## src/rtl/mem_ctrl.sv

```systemverilog
// CPU-to-main-memory access controller: one outstanding read/write, ACK timeout, registered outputs.
// Optional alignment check when MEM_CTRL_ALIGN_CHECK_EN is defined.
module mem_ctrl #(
    parameter int DATAWIDTH_BUS  = 32,
    parameter int TIMEOUT_CYCLES = 8
) (
    input  logic                     MEM_CTRL_CLOCK_50,
    input  logic                     MEM_CTRL_RESET_InHigh,
    input  logic                     MEM_CTRL_CPU_RD_In,
    input  logic                     MEM_CTRL_CPU_WR_In,
    input  logic [DATAWIDTH_BUS-1:0] MEM_CTRL_CPU_ADDRESS_InBUS,
    input  logic [DATAWIDTH_BUS-1:0] MEM_CTRL_CPU_data_InBUS,
    output logic [DATAWIDTH_BUS-1:0] MEM_CTRL_CPU_data_OutBUS,
    output logic                     MEM_CTRL_CPU_BUSY_Out,
    output logic                     MEM_CTRL_CPU_DONE_Out,
    output logic                     MEM_CTRL_CPU_ERROR_Out,
    output logic                     MEM_CTRL_MEM_RD_Out,
    output logic                     MEM_CTRL_MEM_WR_Out,
    output logic [DATAWIDTH_BUS-1:0] MEM_CTRL_MEM_ADDRESS_OutBUS,
    output logic [DATAWIDTH_BUS-1:0] MEM_CTRL_MEM_data_OutBUS,
    input  logic [DATAWIDTH_BUS-1:0] MEM_CTRL_MEM_data_InBUS,
    input  logic                     MEM_CTRL_MEM_ACK_In
);

    // state  | meaning
    // IDLE   | waiting for a single CPU request
    // ACCESS | strobe to memory asserted, waiting for ACK or timeout
    // DONE   | one-cycle completion pulse
    // ERR    | one-cycle abort pulse (conflict, timeout, misalignment)
    typedef enum logic [1:0] {IDLE, ACCESS, DONE, ERR} state_t;

    localparam logic [7:0] TIMEOUT_LIMIT = 8'(TIMEOUT_CYCLES);

    state_t     state;
    state_t     next_state;
    logic [7:0] timeout_cnt;
    logic [7:0] timeout_cnt_next;
    logic [7:0] cnt_inc;
    logic       dir_wr;
    logic       dir_wr_next;
    logic       req_one;
    logic       req_both;
    logic       misaligned;
    logic       accept;
    logic       rd_capture;
    logic       busy_d;
    logic       done_d;
    logic       error_d;
    logic       mem_rd_d;
    logic       mem_wr_d;

    always_comb begin
        req_both = MEM_CTRL_CPU_RD_In & MEM_CTRL_CPU_WR_In;
        req_one  = MEM_CTRL_CPU_RD_In ^ MEM_CTRL_CPU_WR_In;
`ifdef MEM_CTRL_ALIGN_CHECK_EN
        misaligned = req_one && (MEM_CTRL_CPU_ADDRESS_InBUS[1:0] != 2'b00);
`else
        misaligned = 1'b0;
`endif
        accept      = (state == IDLE) && req_one && !misaligned;
        rd_capture  = (state == ACCESS) && MEM_CTRL_MEM_ACK_In && !dir_wr;
        dir_wr_next = accept ? MEM_CTRL_CPU_WR_In : dir_wr;
        // Saturating increment: the counter must never wrap back to zero.
        cnt_inc     = (timeout_cnt == 8'hFF) ? 8'hFF : timeout_cnt + 8'd1;
    end

    always_comb begin
        next_state       = state;
        timeout_cnt_next = timeout_cnt;
        case (state)
            IDLE: begin
                if (req_both || misaligned) begin
                    next_state = ERR;
                end else if (req_one) begin
                    next_state       = ACCESS;
                    timeout_cnt_next = 8'd0;
                end
            end
            ACCESS: begin
                if (MEM_CTRL_MEM_ACK_In) begin
                    next_state       = DONE;
                    timeout_cnt_next = 8'd0;
                end else begin
                    timeout_cnt_next = cnt_inc;
                    if (cnt_inc >= TIMEOUT_LIMIT) begin
                        next_state = ERR;
                    end
                end
            end
            DONE:    next_state = IDLE;
            ERR:     next_state = IDLE;
            default: next_state = IDLE;
        endcase
    end

    // Outputs are decoded from the next state and registered below.
    always_comb begin
        busy_d   = (next_state != IDLE);
        done_d   = (next_state == DONE);
        error_d  = (next_state == ERR);
        mem_rd_d = (next_state == ACCESS) && !dir_wr_next;
        mem_wr_d = (next_state == ACCESS) &&  dir_wr_next;
    end

    always_ff @(posedge MEM_CTRL_CLOCK_50) begin
        if (MEM_CTRL_RESET_InHigh) begin
            state                       <= IDLE;
            timeout_cnt                 <= 8'd0;
            dir_wr                      <= 1'b0;
            MEM_CTRL_CPU_data_OutBUS    <= '0;
            MEM_CTRL_MEM_ADDRESS_OutBUS <= '0;
            MEM_CTRL_MEM_data_OutBUS    <= '0;
            MEM_CTRL_CPU_BUSY_Out       <= 1'b0;
            MEM_CTRL_CPU_DONE_Out       <= 1'b0;
            MEM_CTRL_CPU_ERROR_Out      <= 1'b0;
            MEM_CTRL_MEM_RD_Out         <= 1'b0;
            MEM_CTRL_MEM_WR_Out         <= 1'b0;
        end else begin
            state       <= next_state;
            timeout_cnt <= timeout_cnt_next;
            dir_wr      <= dir_wr_next;
            if (accept) begin
                MEM_CTRL_MEM_ADDRESS_OutBUS <= MEM_CTRL_CPU_ADDRESS_InBUS;
                MEM_CTRL_MEM_data_OutBUS    <= MEM_CTRL_CPU_data_InBUS;
            end
            if (rd_capture) begin
                MEM_CTRL_CPU_data_OutBUS <= MEM_CTRL_MEM_data_InBUS;
            end
            MEM_CTRL_CPU_BUSY_Out  <= busy_d;
            MEM_CTRL_CPU_DONE_Out  <= done_d;
            MEM_CTRL_CPU_ERROR_Out <= error_d;
            MEM_CTRL_MEM_RD_Out    <= mem_rd_d;
            MEM_CTRL_MEM_WR_Out    <= mem_wr_d;
        end
    end

endmodule

```

## config.mk

```make
export PLATFORM = sky130hd
export DESIGN_NAME = mem_ctrl
export DESIGN_NICKNAME = d
export VERILOG_FILES = /design/src/rtl/mem_ctrl.sv
export SDC_FILE = /design/constraint.sdc
export NUM_CORES = 1
export LEC_CHECK = 0
export CAP_MARGIN = 10
export CORE_ASPECT_RATIO = 1.75
export CORE_UTILIZATION = 60
export DETAILED_ROUTE_END_ITERATION = 8
export DONT_BUFFER_PORTS = 1
export MAX_ROUTING_LAYER = met4
export PLACE_DENSITY = 0.8
export SYNTH_ARGS = -nofsm -noshare
export SYNTH_HDL_FRONTEND = slang
export SYNTH_SLANG_ARGS = --single-unit
```

## constraint.sdc

```tcl
create_clock -name MEM_CTRL_CLOCK_50 -period 2.5 [get_ports MEM_CTRL_CLOCK_50]
set_input_delay 0.125 -clock MEM_CTRL_CLOCK_50 [delete_from_list [all_inputs] [get_ports MEM_CTRL_CLOCK_50]]
set_output_delay 0.125 -clock MEM_CTRL_CLOCK_50 [all_outputs]
set_load 0.02 [all_outputs]
```

==> impl_metrics.csv <==
group,metric,value,unit
outcome,status,"finished, final reports clean",
timing,max_slew_margin_vs_limit,0.554,
timing,rsz_0062_raised_after_global_routing,"false",
clocking,cts_root_buffer,"sky130_fd_sc_hd__clkbuf_16",
floorplan,core-area,0.00664,sq mm
synth,synth-main-ff-cell,"sky130_fd_sc_hd__dfxtp_1",
power_and_ir_drop,total_power,4.07,mW
synth,syn_area_per_cell,8.17,sq um
synth,synth_area,0.00417,sq mm
synth,yosysMostFrequentCell,"sky130_fd_sc_hd__nand2_1",
placed_design,pre_cts_slack,0.821,ns
synth,synth-compound-area-share,0.153,
synth,synth_top_area_frac,0.537,
synth,largest_family_of_logic_cells_by_synthesized_area,"simple AND/OR/NAND/NOR gates",
synth,total_of_warnings_raised_by_yosys,0,
clocking,ctsHtreeMaxLevel,3,
timing,worst_pin_slew,0.667,ns
synth,post_synthesis_xor_xnor_area_fraction,0,
synth,post_synth_most_frequent_cells,"sky130_fd_sc_hd__nand2_1 (197), sky130_fd_sc_hd__dfxtp_1 (112), sky130_fd_sc_hd__a21oi_1 (106), sky130_fd_sc_hd__buf_2 (11), sky130_fd_sc_hd__clkbuf_1 (10)",
grt,grt_first_pass_wirelength,19400,um
synth,muxShareOfSynthArea,0.00240,
clocking,post_cts_resized,0,
setup_path,slowest_stage,"sky130_fd_sc_hd__or3b_2",
floorplan,initial_utilization,0.629,
setup_path,critPathCaptureType,"flop",
synth,syn_inst,511,
setup_path,path_cells,"or3b_2 -> buf_12 -> nand2_1 -> a21oi_1",
cells_and_area,final_util,0.808,
floorplan,die-width,65.1,um
setup_path,crit_path_max_fanout,40,
clocking,clk-insertion-delay-late,0.35,ns
detailed_routing,drt_pass1_iterations,4,
cells_and_area,post_route_cells_drive_above_1_share,0.0520,
setup_path,cp_top_family,"simple AND/OR/NAND/NOR gates",
detailed_routing,detail-route-antenna-nets,0,
cells_and_area,design.final.nets,694,
placed_design,place.detailed.hpwl,6510,um
detailed_routing,avgViaCountPerCell,5.78,
cells_and_area,area_growth_syn_to_layout,28.5,%
detailed_routing,post-route-drc-count,0,
timing,final.hold.worst_slack,0.108,ns
synth,synth-simple-area-share,0.239,
synth,synth.top_cells.by_area,"sky130_fd_sc_hd__dfxtp_1 (54%), sky130_fd_sc_hd__nand2_1 (18%), sky130_fd_sc_hd__a21oi_1 (13%), sky130_fd_sc_hd__buf_6 (2.4%), sky130_fd_sc_hd__buf_2 (1.3%)",
timing,min_period,1.78,ns
clocking,post-cts-setup-buffer-count,0,
detailed_routing,routedWlPerCell,18.3,um
clocking,cts_inserted_buffers,9,
timing,setup_violations,0,
detailed_routing,dr_total_vias,3920,
clocking,ctsLongestPathBuffers,2,
synth,synth_fp_nets,614,
power_and_ir_drop,static-leakage-power,1.98,nW
timing,finalClockSkew,0.00542,ns
setup_path,critPathRequiredTime,2.71,ns
synth,ys_ff_latch,112,
synth,synthDistinctLibCells,34,
detailed_routing,drt_first_iter_violations,378,
grt,grt_start_max_net_pins,112,
setup_path,critical_path.max_stage_delay,0.75,ns
floorplan,dieArea,0.00731,sq mm
timing,max_freq,561,MHz
worst_hold_path,worstHoldPathType,"input port to flop",
cells_and_area,diodes,0,
timing,slew_viol_final,0,
floorplan,top_level_ports,202,
floorplan,rows,39,
synth,ys_seq_area_frac,0.537,
clocking,tritoncts,"done",
synth,synth-edff-count,0,
power_and_ir_drop,cellPowerDensity,759,mW/mm^2
placed_design,gp_congestion,0.869,
placed_design,buffer_ports.inserted,0,
clocking,cts.sinks,112,
synth,synthArstFlopShare,0,
grt,grtUsageTotal,0.360,
detailed_routing,drt-total-wl,12400,um
timing,final_hold_violation_count,0,
clocking,cts.hold.buffers_added,98,
synth,post_synth_fa_ha_maj_area_fraction,0.00600,
setup_path,critPathArrivalTime,2.00,ns
setup_path,startpoint_type,"flop",
floorplan,die_y,112,um
grt,first_global_vias,4091,
grt,grt_antenna_before_repair,0,
setup_path,critical_path_class,"flop to flop",
timing,setup-tns-final,0,ns
power_and_ir_drop,max-vdd-ir-drop,0.587,mV
setup_path,path_buf_inv,1,
run,max_cap_violations,0,
synth,netlist.top_cell.by_area,"sky130_fd_sc_hd__dfxtp_1",
timing,period_share,0.713,
cells_and_area,fillerInstances,371,
grt,globalRouteOverflowTotal,0,
clocking,clock_transition_at_the_register_clock_pins_on_the_worst_setup_and_hold_paths_after_cts,0.07,ns
timing,setup_ws,0.717,ns
flip-flops by register name, summed over array words and instances (netlist names):
| name | cells |
|---|---|
| MEM_CTRL_CPU_data_OutBUS | 32 |
| MEM_CTRL_MEM_ADDRESS_OutBUS | 32 |
| MEM_CTRL_MEM_data_OutBUS | 32 |
| timeout_cnt | 8 |
| state | 2 |
| MEM_CTRL_CPU_BUSY_Out | 1 |
| MEM_CTRL_CPU_DONE_Out | 1 |
| MEM_CTRL_CPU_ERROR_Out | 1 |
| MEM_CTRL_MEM_RD_Out | 1 |
| MEM_CTRL_MEM_WR_Out | 1 |
| dir_wr | 1 |
layer usage:
| layer | vias to the layer above | routed length, um | track usage |
|---|---|---|---|
| li1 | 1829 | - | - |
| met1 | 1794 | 4170 | 0.328 |
| met2 | 237 | 6450 | 0.605 |
| met3 | 60 | 1160 | 0.127 |
| met4 | 0 | 636 | 0.249 |
| met5 | - | 0 | - |
worst min-delay path: cells and delay by family:
kind            cells  cell delay, ns
compound gates      1            0.05
simple gates        2            0.23
report_power, final:
group	total, mW	internal, mW	switching (mW)
sequential	2.18	1.92	0.262
combinational	0.565	0.243	0.322
clock	1.33	0.676	0.651
layout make-up:
class	instances	area, sq um	share of cell area
sequential	112	2240	0.418
multi-input combinational	362	1680	0.314
timing repair buffer	103	1050	0.196
clock buffer	9	225	0.0420
tap	82	103	0.0191
clock inverter	7	48.8	0.00910
inverter	3	11.3	0.00210
placed cells by master (no fill, tap or decap), drive strengths merged, types with 3 or more instances in the layout:
cell type / count
a21oi: 107
and3: 4
buf: 6
clkbuf: 9
clkinv: 6
dfxtp: 112
dlygate4sd3: 97
inv: 3
nand2: 197
nor2: 8
nor2b: 4
nor3: 8
nor3b: 4
o21ai: 8
or3b: 3
worst paths after layout:
check | startpoint | to | slack [ns] | depth (start not counted)
setup / recovery | state[0] | MEM_CTRL_MEM_ADDRESS_OutBUS[26] | 0.72 | 4
hold / removal | MEM_CTRL_MEM_ACK_In | timeout_cnt[4] | 0.11 | 3
setup reg to reg | state[0] | MEM_CTRL_MEM_ADDRESS_OutBUS[26] | 0.72 | 4
hold reg to reg | timeout_cnt[1] | timeout_cnt[1] | 0.52 | 2
stage by stage:
step,instances,cell area [sq um]
floorplan,511,4170
global placement,564,4090
detailed placement,564,4090
CTS,678,5360
global route,678,5360
finish,678,5360
kinds of logic (layout without fill, tap and decap cells):
group                      after synthesis  after routing
buffers and inverters                   37            122
and+or+nand+nor                        237            237
muxes                                    1              1
adders and majority gates                2              2
DFF                                    112            112
AOI/OAI and AO/OA                      122            122
Power figures use the tool's default switching activity.
